[src/rtl/ps2_rx.sv]
// PS/2 device-to-host receiver: synchronizes and deglitches PS2_CLK, shifts in 11-bit frames, hands the byte to a consumer.
// Latency: RXDATA/RXVALID update one CLK after the filtered falling edge of the stop bit (2 sync + FILTER_LEN filter + 1 after the pin edge).
// Backpressure: none toward the keyboard; an unacknowledged byte is overwritten by the next one and OVERRUN is flagged.
// Optional parity enforcement: define PS2_PARITY_CHECK_EN; otherwise the parity bit is captured but ignored and PERR stays 0.
module ps2_rx #(
  parameter int FILTER_LEN  = 8,
  parameter int TIMEOUT_CYC = 50000
) (
  input  logic       CLK,
  input  logic       RST,
  input  logic       PS2_CLK,
  input  logic       PS2_DAT,
  input  logic       RDACK,
  input  logic       ERRCLR,
  output logic [7:0] RXDATA,
  output logic       RXVALID,
  output logic       OVERRUN,
  output logic       FERR,
  output logic       PERR
);

  localparam int FW = $clog2(FILTER_LEN + 1);
  localparam int TW = $clog2(TIMEOUT_CYC + 1);

  typedef enum logic [1:0] {
    S_IDLE   = 2'd0,
    S_DATA   = 2'd1,
    S_PARITY = 2'd2,
    S_STOP   = 2'd3
  } state_t;

  // synchronizer and filter state
  logic          clk_s1, clk_s2;
  logic          dat_s1, dat_s2;
  logic [FW-1:0] filt_cnt;
  logic          filt_clk;
  logic          filt_prev;
  logic          fall_stb;

  // frame state
  state_t        state;
  logic [2:0]    bit_cnt;
  logic [7:0]    shreg;
  logic          par_bit;
  logic [TW-1:0] to_cnt;

  // per-cycle events
  logic          par_ok;
  logic          par_bad;
  logic          stop_stb;
  logic          timeout_hit;
  logic          commit;
  logic          ferr_evt;
  logic          perr_evt;
  logic          ovr_evt;

  // Two-flop synchronizers; reset to 1 so the bus looks idle coming out of reset.
  always_ff @(posedge CLK) begin
    if (RST) begin
      clk_s1 <= 1'b1;
      clk_s2 <= 1'b1;
      dat_s1 <= 1'b1;
      dat_s2 <= 1'b1;
    end else begin
      clk_s1 <= PS2_CLK;
      clk_s2 <= clk_s1;
      dat_s1 <= PS2_DAT;
      dat_s2 <= dat_s1;
    end
  end

  // Deglitch filter: the filtered clock follows only after FILTER_LEN consecutive samples of the new level.
  always_ff @(posedge CLK) begin
    if (RST) begin
      filt_cnt  <= '0;
      filt_clk  <= 1'b1;
      filt_prev <= 1'b1;
    end else begin
      filt_prev <= filt_clk;
      if (clk_s2 == filt_clk) begin
        filt_cnt <= '0;
      end else if (filt_cnt == FW'(FILTER_LEN - 1)) begin
        filt_clk <= clk_s2;
        filt_cnt <= '0;
      end else begin
        filt_cnt <= filt_cnt + 1'b1;
      end
    end
  end

  // One-cycle strobe on the filtered 1->0 transition.
  assign fall_stb = filt_prev & ~filt_clk;

  // Odd parity: data plus parity bit must hold an odd number of ones.
  assign par_ok = ^{shreg, par_bit};

`ifdef PS2_PARITY_CHECK_EN
  assign par_bad = ~par_ok;
`else
  // Parity is still captured so the frame format is unchanged, but no decision depends on it.
  logic par_ok_unused;
  assign par_ok_unused = par_ok;
  assign par_bad       = 1'b0;
`endif

  // Decode the frame and error events for this cycle from state, strobe and sampled data.
  always_comb begin
    stop_stb    = 1'b0;
    timeout_hit = 1'b0;
    commit      = 1'b0;
    ferr_evt    = 1'b0;
    perr_evt    = 1'b0;
    ovr_evt     = 1'b0;

    stop_stb    = fall_stb && (state == S_STOP);
    timeout_hit = (state != S_IDLE) && !fall_stb && (to_cnt == TW'(TIMEOUT_CYC - 1));
    commit      = stop_stb && dat_s2 && !par_bad;
    perr_evt    = stop_stb && dat_s2 && par_bad;
    ferr_evt    = timeout_hit
                | (fall_stb && (state == S_IDLE) && dat_s2)
                | (stop_stb && !dat_s2);
    // An acknowledge in the commit cycle consumes the old byte, so the new one is not an overrun.
    ovr_evt     = commit && RXVALID && !RDACK;
  end

  // Frame FSM with registered byte hand-off, sticky error flags and inactivity timeout.
  always_ff @(posedge CLK) begin
    if (RST) begin
      state   <= S_IDLE;
      bit_cnt <= '0;
      shreg   <= '0;
      par_bit <= 1'b0;
      to_cnt  <= '0;
      RXDATA  <= '0;
      RXVALID <= 1'b0;
      OVERRUN <= 1'b0;
      FERR    <= 1'b0;
      PERR    <= 1'b0;
    end else begin
      // Sticky flags: a new error in the same cycle as ERRCLR keeps the flag set.
      OVERRUN <= ovr_evt  | (OVERRUN & ~ERRCLR);
      FERR    <= ferr_evt | (FERR    & ~ERRCLR);
      PERR    <= perr_evt | (PERR    & ~ERRCLR);

      if (commit) begin
        RXDATA  <= shreg;
        RXVALID <= 1'b1;
      end else if (RDACK) begin
        RXVALID <= 1'b0;
      end

      if (state == S_IDLE || fall_stb) begin
        to_cnt <= '0;
      end else begin
        to_cnt <= to_cnt + 1'b1;
      end

      if (timeout_hit) begin
        state   <= S_IDLE;
        bit_cnt <= '0;
        shreg   <= '0;
        to_cnt  <= '0;
      end else if (fall_stb) begin
        case (state)
          S_IDLE: begin
            if (!dat_s2) begin
              state   <= S_DATA;
              bit_cnt <= '0;
              shreg   <= '0;
            end
          end
          S_DATA: begin
            shreg   <= {dat_s2, shreg[7:1]};
            bit_cnt <= bit_cnt + 1'b1;
            if (bit_cnt == 3'd7) begin
              state <= S_PARITY;
            end
          end
          S_PARITY: begin
            par_bit <= dat_s2;
            state   <= S_STOP;
          end
          S_STOP: begin
            state   <= S_IDLE;
            bit_cnt <= '0;
            shreg   <= '0;
          end
          default: begin
            state <= S_IDLE;
          end
        endcase
      end
    end
  end

endmodule
[config.mk]
export PLATFORM = sky130hd
export DESIGN_NAME = ps2_rx
export DESIGN_NICKNAME = d
export VERILOG_FILES = /design/src/rtl/ps2_rx.sv
export SDC_FILE = /design/constraint.sdc
export NUM_CORES = 1
export LEC_CHECK = 0
export ABC_AREA = 1
export BUFFER_PORTS_ARGS = -buffer_cell sky130_fd_sc_hd__buf_2
export CORE_UTILIZATION = 58
export DETAILED_ROUTE_END_ITERATION = 8
export PLACE_DENSITY = 0.77
export SYNTH_ARGS = -nofsm -noshare
export SYNTH_HDL_FRONTEND = slang
export SYNTH_SLANG_ARGS = --single-unit
[constraint.sdc]
create_clock -name CLK -period 2.06 [get_ports CLK]
set_clock_uncertainty 0.2 [all_clocks]
set_input_delay 0.103 -clock CLK [delete_from_list [all_inputs] [get_ports CLK]]
set_output_delay 0.103 -clock CLK [all_outputs]
set_load 0.02 [all_outputs]
==> insert_results.sql <==
INSERT INTO impl_metrics (metric_group, metric, value, unit) VALUES
('timing', 'min_period_over_period', '87.06', '%'),
('timing', 'post-route-worst-setup-slack', '266.7', 'ps'),
('synth', 'ys_seq_elements', '51', ''),
('synth', 'synth_compound_gate_area_share', '9.315', '%'),
('outcome', 'status', 'completed', ''),
('timing', 'relSlewSlack', '66.97', '%'),
('cells_and_area', 'post_route_cells_drive_above_1_share', '12.12', '%'),
('floorplanning', 'die_w', '64.75', 'um'),
('setup_path', 'worstReg2RegEnd', 'shreg[0]$_SDFFE_PP0P_', ''),
('setup_path', 'cp.arrival', '1780', 'ps'),
('global_routing', 'antenna_found_initial', '0', ''),
('setup_path', 'timing.critical_path.to', 'shreg[0]$_SDFFE_PP0P_', ''),
('floorplanning', 'core_area', '3716', 'um^2'),
('setup_path', 'crit-reg2reg-launch', 'state[0]$_SDFFE_PP0P_', ''),
('synth', 'postSynthCellCount', '303', ''),
('timing', 'rsz_0062_raised_after_global_routing', 'false', ''),
('setup_path', 'crit_type', 'reg -> reg', ''),
('setup_path', 'worst-path-max-fanout', '22', ''),
('power_and_ir_drop', 'vdd_ir_drop_max', '677.3', 'uV'),
('setup_path', 'timing.critical_path.slowest_cell_delay', '380', 'ps'),
('drt', 'dr.pass1.iters', '4', ''),
('timing', 'hold_violations', '0', ''),
('floorplanning', 'std_cell_rows', '22', ''),
('cells_and_area', 'relative_area_change_from_synthesis_to_final_layout', '12.82', '%'),
('cells_and_area', 'final_util', '69.33', '%'),
('synth', 'dominantRegCellSynth', 'dfxtp_1', ''),
('drt', 'routedWlPerCell', '10.54', 'um'),
('global_routing', 'grt_pass1_vias', '1677', ''),
('global_routing', 'global_route.usage.total', '21.48', '%'),
('synth', 'share_of_synthesized_flip_flops_with_an_asynchronous_set_or_reset', '0', '%'),
('drt', 'ant_nets', '0', ''),
('setup_path', 'worst_setup_path_startpoint', 'state[0]$_SDFFE_PP0P_', ''),
('setup_path', 'worstRegToRegCells', '9', ''),
('power_and_ir_drop', 'power_total', '1.728', 'mW'),
('clock_network', 'cts_resized', '0', ''),
('synth', 'synth_area_per_cell', '7.536', 'um^2'),
('synth', 'netlist-cell-type-count', '27', ''),
('drt', 'post_drt_via_cell_ratio', '4.828', ''),
('setup_path', 'worst-endpoint-required', '2050', 'ps'),
('place', 'detailedPlace.worstSlack', '336.8', 'ps'),
('floorplanning', 'chipHeight', '64.75', 'um'),
('synth', 'syn-cell-area', '2283', 'um^2'),
('drt', 'drc', '0', ''),
('timing', 'fin_setup_tns', '0', 'ps'),
('clock_network', 'clkSinkCount', '51', ''),
('global_routing', 'grt_first_pass_wirelength', '7072', 'um'),
('setup_path', 'crit_path_cell_trace', 'inv_1 > ha_1 > nand2_1 > nand2_1 > nor2_2 > buf_4 > o21ai_0 > o21ai_0 > nor2_1', ''),
('place', 'buffer_ports.inserted', '17', ''),
('hold_path', 'path_category_of_the_worst_min_delay_check', 'reg -> reg', ''),
('clock_network', 'cts_htree_levels', '2', ''),
('clock_network', 'worstSkewPairLatency', '300', 'ps'),
('hold_path', 'timing.hold.worst_path_depth', '1', ''),
('clock_network', 'post-cts-setup-buffer-count', '0', ''),
('synth', 'synth-adder-area-share', '4.932', '%'),
('floorplanning', 'floorplan.initialDensity', '61.45', '%'),
('setup_path', 'reg2reg_setup_slack', '270', 'ps'),
('timing', 'maxClockFrequency', '557.6', 'MHz'),
('synth', 'xor_xnor_portion_of_the_synthesized_cell_area', '3.452', '%'),
('setup_path', 'worst_setup_path_end_kind', 'flip-flop', ''),
('drt', 'vias', '1825', ''),
('floorplanning', 'die_area', '4192', 'um^2'),
('floorplanning', 'design.portCount', '18', ''),
('global_routing', 'maximum_number_of_pins_on_one_net_before_global_route_repair', '23', ''),
('run', 'drv_cap', '0', ''),
('synth', 'multiplexer_area_fraction_after_synthesis', '0', '%'),
('synth', 'synthTopCellsByArea', 'dfxtp_1 45%, nor2_1 8.5%, inv_1 7.7%', ''),
('synth', 'synth_sequential_area_ratio', '44.71', '%'),
('synth', 'postSynthNetCount', '318', ''),
('place', 'gpl.final_weighted_congestion', '0.8093', ''),
('global_routing', 'grt_remaining_overflow', '0', ''),
('setup_path', 'worst_path_max_delay_cell', 'dfxtp_1', '');
[area by class of cell]
type                            instances  area, um^2
Fill cell                             311        1140
Tap cell                               48       60.06
Clock buffer                            5       68.82
Inverter                               49       183.9
Timing Repair Buffer                   26       172.7
Sequential cell                        51        1021
Multi-Input combinational cell        196        1022
Clock inverter                          3       47.55
[power breakdown]
group | internal [mW] | switching (mW)
Combinational | 0.0172 | 0.0183
Clock | 0.368 | 0.334
Sequential | 0.989 | 0.00186
Total | 1.37 | 0.354
[critical path, delay by kind of cell (launching register included)]
family	cells	cell delay, ps
AND/OR/NAND/NOR	4	320
adder cells (fa/ha/maj)	1	230
flip-flops	1	380
AO/OA/AOI/OAI	2	250
buffers and inverters	2	320
[state kept, by name, summed over array words and instances (netlist names)]
name	count
to_cnt	16
RXDATA	8
shreg	8
filt_cnt	4
bit_cnt	3
state	2
FERR	1
OVERRUN	1
PERR	1
RXVALID	1
clk_s1	1
clk_s2	1
dat_s1	1
dat_s2	1
filt_clk	1
filt_prev	1
[worst min path at each step]
| stage | startpoint | slack [ps] | to |
|---|---|---|---|
| 2_1_floorplan | RST | -30 | FERR$_SDFF_PP0_ |
| 3_5_place_dp | PS2_DAT | 100 | dat_s1$_SDFF_PP1_ |
| 4_1_cts | clk_s1$_SDFF_PP1_ | 210 | clk_s2$_SDFF_PP1_ |
| 6_report | clk_s1$_SDFF_PP1_ | 210 | clk_s2$_SDFF_PP1_ |
| 3_3_place_gp | PS2_DAT | 90 | dat_s1$_SDFF_PP1_ |
| 5_1_grt | clk_s1$_SDFF_PP1_ | 230 | clk_s2$_SDFF_PP1_ |
[synth_stat cells (3+ instances only)]
master,n
inv_1,47
a21oi_1,8
ha_1,9
nand4_1,5
nor2_1,52
nand3_1,23
xor2_1,6
xnor2_1,3
dfxtp_1,51
nand2_1,42
o21ai_0,31
or2_2,4
buf_6,3
[kinds of logic after synthesis]
kind of cell             count (synthesis)
AND/OR/NAND/NOR                        136
adder cells (fa/ha/maj)                  9
buffers and inverters                   56
AO/OA/AOI/OAI                           42
XOR/XNOR                                 9
flip-flops                              51
[routing by layer]
layer | up-vias | global-route usage [%] | wire length (um)
met3 | 4 | 5.458 | 104
met4 | 0 | 7.778 | 40
met2 | 15 | 37.37 | 1960
met5 | - | 0 | 0
met1 | 807 | 25.22 | 1879
li1 | 999 | - | -
[layout by cell type, fill, tap and decap left out, types with 3 or more instances in the layout]
cell type	netlist	layout
clkbuf_8	0	5
o21ai_0	31	31
nand3_1	23	23
xnor2_1	3	3
nand2_1	42	42
dlygate4sd3_1	0	8
or2_2	4	4
inv_1	47	47
dfxtp_1	51	51
a21oi_1	8	8
nor2_1	52	52
ha_1	9	9
nand4_1	5	5
xor2_1	6	6
buf_2	2	17
[per-stage QoR]
step	cells	instance area [um^2]
after floorplan	303	2283
after global placement	362	2380
after detailed placement	362	2380
after CTS	378	2576
after global routing	378	2576
final	378	2576
[repair_timing]
action / 4_1_cts / 5_1_grt
hold buffers: 8 / 0
endpoints found under the setup margin: 0 / 0
endpoints found under the hold margin: 8 / 0
Power figures use the tool's default switching activity.
